[src/rtl/drv_pwm_cap.sv]
// drv_pwm_cap: measures high time and rise-to-rise period of an asynchronous PWM line
// and flags a stuck line with its level.
module drv_pwm_cap #(
    parameter int p_depth = 10,
    parameter int p_sync  = 2
) (
    input  logic               i_clk,
    input  logic               i_rst,
    input  logic               i_drv_port,
    output logic [p_depth-1:0] o_high,
    output logic [p_depth-1:0] o_period,
    output logic               o_valid,
    output logic               o_timeout,
    output logic               o_level
);
    typedef enum logic [1:0] {WAIT_LOW, WAIT_RISE, MEAS_HIGH, MEAS_LOW} state_t;
    localparam logic [p_depth-1:0] c_max = '1;
    localparam logic [p_depth-1:0] c_one = p_depth'(1);

    state_t             state_q, state_d;
    logic [p_sync-1:0]  sync_q;
    logic               s_dly_q;
    logic [p_depth-1:0] per_q, per_d, hi_q, hi_d, high_d, period_d;
    logic               valid_d, timeout_d, level_d;
    logic               s, rise, fall, tmo;

    assign s    = sync_q[p_sync-1];
    assign rise = s & ~s_dly_q;
    assign fall = ~s & s_dly_q;
    // a rise in the same cycle as the saturated count still closes the period
    assign tmo  = (state_q == MEAS_HIGH || state_q == MEAS_LOW) && per_q == c_max && !rise;

    always_ff @(posedge i_clk or posedge i_rst) begin
        if (i_rst) begin
            state_q   <= WAIT_LOW;
            sync_q    <= '0;
            s_dly_q   <= 1'b0;
            per_q     <= '0;
            hi_q      <= '0;
            o_high    <= '0;
            o_period  <= '0;
            o_valid   <= 1'b0;
            o_timeout <= 1'b0;
            o_level   <= 1'b0;
        end else begin
            state_q   <= state_d;
            sync_q    <= {sync_q[p_sync-2:0], i_drv_port};
            s_dly_q   <= s;
            per_q     <= per_d;
            hi_q      <= hi_d;
            o_high    <= high_d;
            o_period  <= period_d;
            o_valid   <= valid_d;
            o_timeout <= timeout_d;
            o_level   <= level_d;
        end
    end

    always_comb begin
        state_d = state_q;
        case (state_q)
            WAIT_LOW:  state_d = s ? WAIT_LOW : WAIT_RISE;
            WAIT_RISE: state_d = rise ? MEAS_HIGH : WAIT_RISE;
            MEAS_HIGH: state_d = tmo ? (s ? WAIT_LOW : WAIT_RISE) : (fall ? MEAS_LOW : MEAS_HIGH);
            MEAS_LOW:  state_d = tmo ? (s ? WAIT_LOW : WAIT_RISE) : (rise ? MEAS_HIGH : MEAS_LOW);
            default:   state_d = WAIT_LOW;
        endcase
    end

    always_comb begin
        per_d     = per_q;
        hi_d      = hi_q;
        high_d    = o_high;
        period_d  = o_period;
        valid_d   = 1'b0;
        timeout_d = o_timeout;
        level_d   = o_level;
        if (state_q == WAIT_RISE && rise) begin
            per_d = c_one;
            hi_d  = c_one;
        end else if (tmo) begin
            timeout_d = 1'b1;
            level_d   = s;
        end else if (state_q == MEAS_HIGH) begin
            per_d = per_q + c_one;
            hi_d  = fall ? hi_q : hi_q + c_one;
        end else if (state_q == MEAS_LOW && rise) begin
            period_d  = per_q;
            high_d    = hi_q;
            valid_d   = 1'b1;
            timeout_d = 1'b0;
            per_d     = c_one;
            hi_d      = c_one;
        end else if (state_q == MEAS_LOW) begin
            per_d = per_q + c_one;
        end
    end
endmodule

[config.mk]
export PLATFORM = sky130hd
export DESIGN_NAME = drv_pwm_cap
export DESIGN_NICKNAME = d
export VERILOG_FILES = /design/src/rtl/drv_pwm_cap.sv
export SDC_FILE = /design/constraint.sdc
export NUM_CORES = 1
export LEC_CHECK = 0
export ABC_AREA = 1
export CORE_UTILIZATION = 55
export DETAILED_ROUTE_END_ITERATION = 12
export PLACE_DENSITY = 0.8
export SLEW_MARGIN = 20
export SYNTH_ARGS = -nofsm -noshare
export SYNTH_HDL_FRONTEND = slang
export SYNTH_SLANG_ARGS = --single-unit
[constraint.sdc]
create_clock -name i_clk -period 3.19 [get_ports i_clk]
set_clock_uncertainty 0.2 [all_clocks]
set_input_delay 0.319 -clock i_clk [delete_from_list [all_inputs] [get_ports i_clk]]
set_output_delay 0.319 -clock i_clk [all_outputs]
set_load 0.01 [all_outputs]
==> results_dict.tcl <==
set metrics [dict create \
    core_area_um2 4060 \
    drt_iter0_markers 172 \
    rsz0062_at_grt "false" \
    cp.required_ns 3.18 \
    nFillCells 339 \
    hold_class "flop to flop" \
    rr_startpoint "per_q[0]$_DFFE_PP0P_" \
    fin_crit_sh_pct 64.2 \
    status "complete, no violations" \
    busiest_layer "met2" \
    hp-start "sync_q[0]$_DFF_PP0_" \
    grt_pass1_wl_mm 7.91 \
    syn_nets 304 \
    min_path_cells 0 \
    startpoint_type "flop" \
    r2r_cells 8 \
    cts_buffers 5 \
    worstReg2RegEnd "per_q[0]$_DFFE_PP0P_" \
    grt_usage_pct 23.1 \
    die_h_um 67.3 \
    drv_cap 0 \
    dp_hpwl_mm 3.16 \
    postCtsSetupBuffers 0 \
    htreeDepth 2 \
    start_util_pct 57.9 \
    gp_congestion 0.838 \
    fmax_mhz 488 \
    slew_violations 0 \
    period_minus_slack_ns 2.05 \
    grt_remaining_overflow 0 \
    cellLeakagePower_nw 1.32 \
    worstMarginPinSlew_ns 0.792 \
    crit_path_max_fanout 19 \
    cp-end-kind "flop" \
    grt_max_degree 49 \
    wl_mm 4.64 \
    holdPathEnd "sync_q[1]$_DFF_PP0_" \
    clock_sinks 48 \
    synth_top_cell_by_area "dfrtp_1" \
    synth_seq_area_share_pct 51.1 \
    grt_pass1_vias 1754 \
    startpoint "per_q[0]$_DFFE_PP0P_" \
    portBuffers 25 \
    multiInputGateArea_um2 1010 \
    avgSynthCellArea_um2 7.85 \
    num_vias 1974 \
    drive_gt1_share_pct 6.12 \
    setup_tns_ns 0 \
    synth.yosys.warnings 0 \
    grtUsageMet3_pct 5.91 \
    rows 23 \
    die_w_um 67.3 \
    cts_tree "done" \
    arrival_ns 2.04 \
    insertion_delay_ns 0.30 \
    path_class "flop to flop" \
    finalSetupViolCount 0 \
    synth_cell_types 27 \
    cts.clk_slew.worst_paths_ns 0.09 \
    antenna_found_initial 0 \
    cts_hold_buf 0 \
    reg2reg_slack_ns 1.14 \
    synth-seq-cells 48 \
    nNetsFinal 331 \
    clockBufferDepth 2 \
    synth_top_cells_by_area "dfrtp_1, nand2_1, o21ai_0" \
    io_pins 26 \
    netlist_area_um2 2350 \
    grtUsageMet2_pct 35.3 \
    hold_viol 0 \
    cts-resized-gates 0 \
    clockRootBuffer "clkbuf_8" \
    antennaDiodeCount 0 \
    finalNonFillerCells 377 \
    use_met1_pct 32.2 \
    slew_headroom_pct 47.1 \
    yosysTopAreaCellShare_pct 51.1 \
    drc 0 \
    seq_area_um2 1200 \
    avgViaCountPerCell 5.24 \
    firstDrtPassIters 4 \
    placed_cells 369 \
    ant_nets 0 \
    power_mw 1.77 \
    p_per_area_nw_per_um2 648 \
    syn_inst 299 \
    irDropWorstVdd_mv 0.358 \
    routedWlPerCell_um 12.3 \
    dieArea_um2 4540 \
    area_growth_syn_to_layout_pct 16.2 \
]
flip-flops by register name, summed over array words and instances (netlist names), 2 cells and up:
register  count
per_q        10
sync_q        2
o_high       10
o_period     10
state_q       2
hi_q         10
power by group:
| part | switching, mW | leakage [nW] | total [mW] | internal [mW] |
|---|---|---|---|---|
| registers | 0.125 | 0.634 | 0.851 | 0.726 |
| logic | 0.316 | 0.643 | 0.551 | 0.234 |
| clock network | 0.210 | 0.0404 | 0.365 | 0.155 |
| total | 0.651 | 1.32 | 1.77 | 1.12 |
cells by family (layout without fill, tap and decap cells):
| group | after synthesis | in the layout | share of synthesized area, % |
|---|---|---|---|
| AND/OR/NAND/NOR | 180 | 180 | 32.9 |
| flip-flops | 48 | 48 | 51.1 |
| buffers and inverters | 34 | 62 | 5.91 |
| AO/OA/AOI/OAI | 31 | 31 | 7.46 |
| XOR/XNOR | 4 | 4 | 1.49 |
| adder cells (fa/ha/maj) | 2 | 2 | 1.07 |
metal layers:
| layer | wire length (um) | part of all wire (%) |
|---|---|---|
| met1 | 2240 | 48 |
| met2 | 2070 | 45 |
| met3 | 268 | 5.8 |
| met4 | 60 | 1.3 |
| met5 | 0 | 0 |
critical path: stages (launching register included):
cell and delay [ns]:
dfrtp_1 0.45, ha_1 0.25, nand2_2 0.10, nor2_4 0.18
nand3_4 0.10, o21ai_4 0.37, inv_1 0.14, nand2_1 0.08
o21ai_1 0.05
final cells by class:
cell class | instances | share of cell area [%]
well taps | 50 | 2.29
multi-input cells | 217 | 37.0
inverters | 28 | 3.90
flip-flops and latches | 48 | 44.0
clock buffers | 5 | 2.52
clock inverters | 3 | 0.871
repair buffers | 26 | 9.45
cell usage after synthesis:
master and number:
nand2_1 120, dfrtp_1 48, inv_1 27, nor2_1 27
o21ai_0 21, nand3_1 12, nand4_1 10, a21oi_1 5
buf_2 3, nor2_4 3, clkbuf_1 2, ha_1 2
nor3_1 2, o21bai_1 2, xnor2_1 2, xor2_1 2
buf_6 1, clkinv_1 1, nand2_2 1, nand3_4 1
nand3b_1 1, nand3b_2 1, nor2_2 1, o21ai_1 1
o21ai_2 1, o21ai_4 1, or2_2 1
through the flow:
stage,area (um^2),util (%),setup WS [ns],hold slack [ns]
2_1_floorplan,2350,-,1.51,0.131
3_3_place_gp,2640,64.9,1.29,0.133
3_5_place_dp,2640,64.9,1.21,0.137
4_1_cts,2730,67.2,1.18,0.157
5_1_grt,2730,67.3,1.01,0.171
6_report,2730,67.3,1.14,0.153
cells in the final DEF (no fill, tap or decap), drive strengths merged, types with 3 or more instances in the layout:
master,Yosys,layout
clkinv,1,3
clkdlybuf4s50,0,25
nand4,10,10
o21ai,24,24
nand3,13,13
clkbuf,2,5
nand2,121,121
a21oi,5,5
inv,27,26
nor2,31,31
dfrtp,48,48
how the worst max path moves through the flow:
stage                                      end
after floorplan           per_q[3]$_DFFE_PP0P_
after global placement    per_q[0]$_DFFE_PP0P_
after detailed placement  per_q[0]$_DFFE_PP0P_
after CTS                 per_q[0]$_DFFE_PP0P_
after global routing      per_q[0]$_DFFE_PP0P_
final                     per_q[0]$_DFFE_PP0P_
Note: power is estimated with default switching activity, not from simulation.
